File: config.mk
export PLATFORM = sky130hd
export DESIGN_NAME = risc_dof_operand_stage
export DESIGN_NICKNAME = d
export VERILOG_FILES = /design/src/rtl/risc_dof_operand_stage.sv
export SDC_FILE = /design/constraint.sdc
export NUM_CORES = 1
export LEC_CHECK = 0
export CORE_MARGIN = 5
export CORE_UTILIZATION = 31
export CTS_CLUSTER_SIZE = 14
export DETAILED_ROUTE_END_ITERATION = 7
export PLACE_DENSITY_LB_ADDON = 0.15
export SYNTH_ARGS = -nofsm -noshare
export SYNTH_HDL_FRONTEND = slang
export SYNTH_SLANG_ARGS = --single-unit
File: constraint.sdc
create_clock -name clk -period 2.2 [get_ports clk]
set_clock_uncertainty 0.15 [all_clocks]
set_input_delay 0.33 -clock clk [delete_from_list [all_inputs] [get_ports clk]]
set_output_delay 0.33 -clock clk [all_outputs]
set_load 0.02 [all_outputs]
File: src/rtl/risc_dof_operand_stage.sv
// rtl/risc_dof_operand_stage.sv - decode/operand-fetch stage: operand select, hazard stall, DOF/EX register
// Optional feature: DOF_FWD_EN (EX/WB forwarding; undefined -> stall on any EX/WB source hazard)
module risc_dof_operand_stage (
  input  logic        clk,
  input  logic        reset,
  input  logic        dof_valid,
  output logic        dof_ready,
  input  logic [4:0]  dof_aa,
  input  logic [4:0]  dof_ba,
  input  logic [4:0]  dof_da,
  input  logic        dof_rw,
  input  logic        dof_md,
  input  logic        dof_ma,
  input  logic        dof_mb,
  input  logic        dof_cs,
  input  logic [14:0] dof_imm,
  input  logic [31:0] dof_pc,
  input  logic        flush,
  output logic [4:0]  rf_aa,
  output logic [4:0]  rf_ba,
  input  logic [31:0] rf_bus_a,
  input  logic [31:0] rf_bus_b,
  input  logic [31:0] ex_alu_result,
  input  logic [4:0]  wb_da,
  input  logic        wb_rw,
  input  logic [31:0] wb_bus_d,
  output logic        ex_valid,
  output logic        ex_rw,
  output logic        ex_md,
  output logic [4:0]  ex_da,
  output logic [31:0] ex_bus_a,
  output logic [31:0] ex_bus_b,
  output logic [15:0] stall_count
);

  logic        use_a;
  logic        use_b;
  logic        ex_wr;
  logic        ex_hit_a;
  logic        ex_hit_b;
  logic        wb_hit_a;
  logic        wb_hit_b;
  logic        hazard;
  logic        stall;
  logic        capture;
  logic [31:0] opnd_a;
  logic [31:0] opnd_b;
  logic [31:0] imm_ext;
  logic [31:0] sel_a;
  logic [31:0] sel_b;

  assign rf_aa = dof_aa;
  assign rf_ba = dof_ba;

  // R0 is hardwired zero, so it never participates in a hazard
  assign use_a = ~dof_ma & (dof_aa != 5'd0);
  assign use_b = ~dof_mb & (dof_ba != 5'd0);

  assign ex_wr    = ex_valid & ex_rw;
  assign ex_hit_a = use_a & ex_wr & (ex_da == dof_aa);
  assign ex_hit_b = use_b & ex_wr & (ex_da == dof_ba);
  assign wb_hit_a = use_a & wb_rw & (wb_da == dof_aa);
  assign wb_hit_b = use_b & wb_rw & (wb_da == dof_ba);

`ifdef DOF_FWD_EN
  // Only a load in EX cannot be forwarded: its data is not available yet
  assign hazard = dof_valid & ex_md & (ex_hit_a | ex_hit_b);

  always_comb begin
    opnd_a = rf_bus_a;
    if (ex_hit_a & ~ex_md)
      opnd_a = ex_alu_result;
    else if (wb_hit_a)
      opnd_a = wb_bus_d;
  end

  always_comb begin
    opnd_b = rf_bus_b;
    if (ex_hit_b & ~ex_md)
      opnd_b = ex_alu_result;
    else if (wb_hit_b)
      opnd_b = wb_bus_d;
  end
`else
  logic unused_fwd;
  assign unused_fwd = ^{ex_alu_result, wb_bus_d};

  // Without forwarding, wait until the producer has left WB
  assign hazard = dof_valid & (ex_hit_a | ex_hit_b | wb_hit_a | wb_hit_b);
  assign opnd_a = rf_bus_a;
  assign opnd_b = rf_bus_b;
`endif

  assign imm_ext = dof_cs ? {{17{dof_imm[14]}}, dof_imm} : {17'b0, dof_imm};
  assign sel_a   = dof_ma ? dof_pc : opnd_a;
  assign sel_b   = dof_mb ? imm_ext : opnd_b;

  // Flush kills the instruction anyway, so it overrides any stall
  assign stall     = hazard & ~flush;
  assign dof_ready = ~stall;
  assign capture   = dof_valid & ~flush & ~hazard;

  always_ff @(posedge clk) begin
    if (reset) begin
      ex_valid    <= 1'b0;
      ex_rw       <= 1'b0;
      ex_md       <= 1'b0;
      ex_da       <= 5'd0;
      ex_bus_a    <= 32'd0;
      ex_bus_b    <= 32'd0;
      stall_count <= 16'd0;
    end else begin
      ex_valid <= capture;
      ex_rw    <= capture & dof_rw;
      ex_md    <= capture & dof_md;
      ex_da    <= capture ? dof_da : 5'd0;
      if (capture) begin
        ex_bus_a <= sel_a;
        ex_bus_b <= sel_b;
      end
      if (stall && (stall_count != 16'hFFFF))
        stall_count <= stall_count + 16'd1;
    end
  end

endmodule

Word level (Yosys, flattened, before mapping)
Cells that the tools add are included.

storage, ports and cells
  input port bits = 205
  flip-flop bits (word level) = 88
  output and inout port bits = 99
  logic and storage cells = 46

cells by class
  add/sub/neg operators = 1
  reductions and logical operators = 4
  equality and inequality tests = 5
  bitwise logic cells = 26
  mux-type cells = 3

operators by type and width
  cell                                                             number
  32-bit two-way mux                                               3
  5-bit equality test                                              4
  1-bit AND                                                        17
  16-bit by 1-bit adder with 16-bit output, second input constant  1
  16-bit != test, second input constant                            1
  5-bit nonzero test                                               2
  1-bit NOT                                                        6
  1-bit OR                                                         3
  2-bit OR reduction                                               1
  1-bit logical AND                                                1

Logic depth before layout (Yosys ltp)
  depth in word-level cells = 12
  mapped depth = 9
  mapped depth without buffers = 7

Worst setup path before layout
No wires, ideal clock.

  kind = input -> register
  from = in dof_ma
  to = reg stall_count[6]
  arrival time = 2.132 ns
  stages on the path = 8
  setup time = 0.123 ns
  buffers on the path = 2
  slack = -0.205 ns
  required time = 1.927 ns
  cells stage by stage = buf_6 o21bai_1 or4_1 a221oi_2 nor2_1 buf_6 nor3_1 mux2_1

between the ends
  longest elaborated chain between the ends = 10
  elaborated cells on any way between the ends = 12
  classes of those cells = bitwise: 11; reduce/logical: 1

RTL lines
  item                     line  source
  start, declared          13    input logic dof_ma,
  1-bit NOT *              56    assign use_a = ~dof_ma & (dof_aa != 5'd0);
  1-bit AND *              56
  1-bit AND (2 in a row)   60    assign ex_hit_a = use_a & ex_wr & (ex_da == dof_aa);
  1-bit OR                 89    assign hazard = dof_valid & (ex_hit_a | ex_hit_b | wb_hit_a | wb_hit_b);
  1-bit OR * (2 in a row)  89
  1-bit AND *              89
  1-bit AND *              99    assign stall = hazard & ~flush;
  1-bit logical AND *      121   if (stall && (stall_count != 16'hFFFF))
  end signal, assigned     122   stall_count <= stall_count + 16'd1;
  end, declared            33    output logic [15:0] stall_count

Mark *: on every way between the ends. The rest lies on a longest branch, timed or not.
A chain may end at the register's enable or synchronous reset.

Final worst setup path
  from = in dof_aa[0]
  to = reg stall_count[5]

between the ends
  longest elaborated chain between the ends = 10
  elaborated cells on any way between the ends = 14
  classes of those cells = eq/ne: 2; bitwise: 10; reduce/logical: 2

RTL lines
  item                     line  source
  start, declared          8     input logic [4:0] dof_aa,
  5-bit nonzero test       56
  1-bit AND                56
  1-bit AND (2 in a row)   60
  1-bit OR                 89
  1-bit OR * (2 in a row)  89
  1-bit AND *              89
  1-bit AND *              99
  1-bit logical AND *      121

Marks and branches as above.

==> flow_summary.json <==
{
  "worst_path_cell_with_the_longest_stage_delay": "sky130_fd_sc_hd__or4_4",
  "setup_repair_after_global_routing_missed_its_margin": "yes",
  "yosysWarnings": 0,
  "critPathBufInv": 4,
  "ff2ff_path_depth": 7,
  "setup_ws_ns": -0.1809,
  "port-buffer-count": 239,
  "netlist_area_um2": 4134,
  "overflow": 0,
  "gp_routability_congestion": 0.8324,
  "antenna_cells": 0,
  "n_fill_cell": 1109,
  "synth_sequential_area_ratio": 0.4262,
  "postSynthCellCount": 457,
  "postRouteWirelength_um": 16740,
  "report.final.setup_viol": 75,
  "clockRootBuffer": "sky130_fd_sc_hd__clkbuf_16",
  "number_of_buffers_inserted_during_clock_tree_synthesis": 9,
  "max-clock-path-buffers": 2,
  "postSynthRegisterBits": 88,
  "arrival_ns": 2.46,
  "initial_utilization": 0.3147,
  "hold_path_class": "in -> reg",
  "die_outline_area_um2": 15750,
  "synth_async_sr_flop_share": 0,
  "synth_top_cell_area_share": 0.4262,
  "final_min_period_over_clock_period": 1.082,
  "yosysMostFrequentCell": "sky130_fd_sc_hd__dfxtp_1",
  "synth.distinct_cells": 33,
  "min_delay_path_depth": 2,
  "final_net_count": 971,
  "grt_max_degree": 33,
  "clkLatencyLatePin_ns": 0.34,
  "violations": "negative setup slack",
  "antenna_violations_before_repair": 1,
  "power-per-cell-area_nw_per_um2": 517.5,
  "drt_iter0_markers": 144,
  "run_status": "complete, but fails checks",
  "synth_flop_cell": "sky130_fd_sc_hd__dfxtp_1",
  "layout_min_cycle_time_ns": 2.381,
  "postRouteAntennaNets": 0,
  "synth_top_cell_by_area": "sky130_fd_sc_hd__dfxtp_1",
  "critical_path_start_end_classification": "in -> reg",
  "dpl_worst_slack_ns": -1.033,
  "std_cell_rows": 42,
  "r2r-end": "stall_count[5]",
  "power.ir.vdd_worst_mv": 0.4577,
  "die-width_um": 125.5,
  "critical_path.top_delay_family": "simple AND/OR/NAND/NOR gates",
  "postLayoutCoreUtil": 0.6495,
  "timing.final.max_slew_violations": 0,
  "clock_sink_total": 88,
  "routedWlPerCell_um": 17.70,
  "cts.reportedPaths.clkPinSlew_ns": 0.06,
  "worst_slew_margin_rel": 0.6380,
  "timing.reg2reg.setup_slack_ns": -0.17,
  "design.core.area_um2": 13140,
  "io-pin-count": 304,
  "hold-path-endpoint": "stall_count[14]",
  "route.detailed.vias_per_inst": 4.923,
  "min_from": "reset",
  "worst_margin_pin_slew_ns": 0.5430,
  "cp_slowest_stage_delay_ns": 0.52,
  "cp_cell_sequence": "clkdlybuf4s15_2 -> buf_6 -> xor2_1 -> or4_4 -> buf_6 -> a221oi_4 -> buf_6 -> nor2_4 -> nor3_2 -> mux2_1",
  "first_pass_grt_wire_length_um": 25230,
  "type_of_origin_of_the_critical_path": "input port",
  "worst-path-max-fanout": 6,
  "tritoncts_clock_tree": "yes",
  "cp_data_required_time_ns": 2.28,
  "relative_area_change_from_synthesis_to_final_layout_pct": 106.4,
  "route.detailed.drc": 0,
  "synthTopCellsByCount": "sky130_fd_sc_hd__dfxtp_1, sky130_fd_sc_hd__nor2_1, sky130_fd_sc_hd__a211oi_1, sky130_fd_sc_hd__mux2i_1, sky130_fd_sc_hd__a21oi_1",
  "drv_cap": 0,
  "maxClockFrequency_mhz": 420.0,
  "chipHeight_um": 125.5,
  "total_power_uw": 4416,
  "crit_path_end_kind": "register",
  "drive_above_1_share": 0.3286,
  "dr.pass1.iters": 4,
  "reg2reg_from": "ex_da[0]",
  "dp.final_hpwl_um": 11280,
  "via_count": 4657,
  "power.leakage_uw": 0.003279,
  "track_usage": 0.1974,
  "cp_common_cell": "sky130_fd_sc_hd__buf_6",
  "h-tree-depth": 3,
  "first_global_vias": 4960,
  "synth.net_count": 663,
  "hold_violation_count_in_the_final_report": 0,
  "syn-mean-instance-area_um2": 9.046,
  "synth_edf_count": 0,
  "yosys-top-cells-area": "sky130_fd_sc_hd__dfxtp_1, sky130_fd_sc_hd__mux2i_1, sky130_fd_sc_hd__a211oi_1"
}
-- what timing repair did --
item,4_1_cts,5_1_grt
buffers inserted,23,15
setup endpoints to repair,89,89
hold buffers,0,0
gates resized for setup,116,123
gates cloned,11,3
pin swaps,43,38
-- per-layer routing --
layer  routed length [um]  vias up  part of all wire  track usage
met5                   13        -           0.00078            0
met4                  422        2             0.025      0.07398
met3                 1372       32             0.082      0.07846
met2                 8554      174              0.51       0.3430
met1                 6378     2191              0.38       0.2167
li1                     -     2258                 -            -
-- how the worst max path moves through the flow --
stage          slack, ns       from        endpoint  cells past startpoint
6_report           -0.18  dof_aa[0]  stall_count[5]                     10
5_1_grt            -0.26   ex_da[2]       dof_ready                      9
4_1_cts            -0.18   ex_da[4]       dof_ready                      7
3_5_place_dp       -1.03  dof_aa[1]  stall_count[1]                     10
3_3_place_gp       -0.95  dof_aa[3]  stall_count[7]                      9
2_1_floorplan      -0.16   ex_da[4]  stall_count[6]                      8
-- power breakdown --
group / switching [uW] / internal, uW
clock network: 614 / 853
registers: 63.1 / 1680
logic: 530 / 678
total: 1210 / 3210
-- placed cells by master (no fill, tap or decap), drive strengths merged, types with 2 or more instances in the layout --
master / instances
a211oi: 64
a21oi: 28
a221oi: 3
and2: 9
and3: 4
buf: 102
clkbuf: 20
clkdlybuf4s15: 3
clkdlybuf4s50: 221
clkinv: 3
dfxtp: 88
dlygate4sd2: 5
inv: 4
mux2: 3
mux2i: 48
nand2: 11
nand3: 12
nand4: 2
nor2: 78
nor2b: 6
nor3: 7
o21ai: 9
or3: 6
or4: 6
xnor2: 10
xor2: 11
-- area by class of cell --
| class | count | area [um2] | share of cell area |
|---|---|---|---|
| timing repair buffer | 338 | 3485 | 0.4084 |
| multi-input combinational | 324 | 2753 | 0.3226 |
| sequential | 88 | 1775 | 0.2081 |
| clock buffer | 13 | 270.3 | 0.03167 |
| tap | 176 | 220.2 | 0.02581 |
| clock inverter | 3 | 15.01 | 0.001760 |
| inverter | 4 | 15.01 | 0.001760 |
-- registers in the layout (all words and copies together) (netlist names) --
signal	flops
stall_count	16
ex_bus_a	32
ex_md	1
ex_valid	1
ex_rw	1
ex_da	5
ex_bus_b	32
-- kinds of logic (layout without fill, tap and decap cells) --
| group | Yosys count | count (layout) | share of synthesized area |
|---|---|---|---|
| compound gates | 108 | 108 | 0.1801 |
| mux | 51 | 51 | 0.1244 |
| fa+ha+maj | 1 | 1 | 0.003026 |
| simple gates | 140 | 143 | 0.1574 |
| flops | 88 | 88 | 0.4262 |
| buf+inv | 48 | 358 | 0.06447 |
| xor+xnor | 21 | 21 | 0.04449 |
-- metrics by stage --
| stage | instance area [um2] | hold WS [ns] | setup TNS, ns | std cells |
|---|---|---|---|---|
| 2_1_floorplan | 4192 | 0.3009 | -4.599 | 457 |
| 3_3_place_gp | 7036 | 0.3295 | -72.12 | 889 |
| 3_5_place_dp | 7036 | 0.3343 | -77.64 | 889 |
| 4_1_cts | 8041 | 0.2514 | -6.944 | 938 |
| 5_1_grt | 8533 | 0.2882 | -11.97 | 946 |
| 6_report | 8533 | 0.2831 | -6.533 | 946 |
No activity file was read; power rests on OpenSTA's default activity.
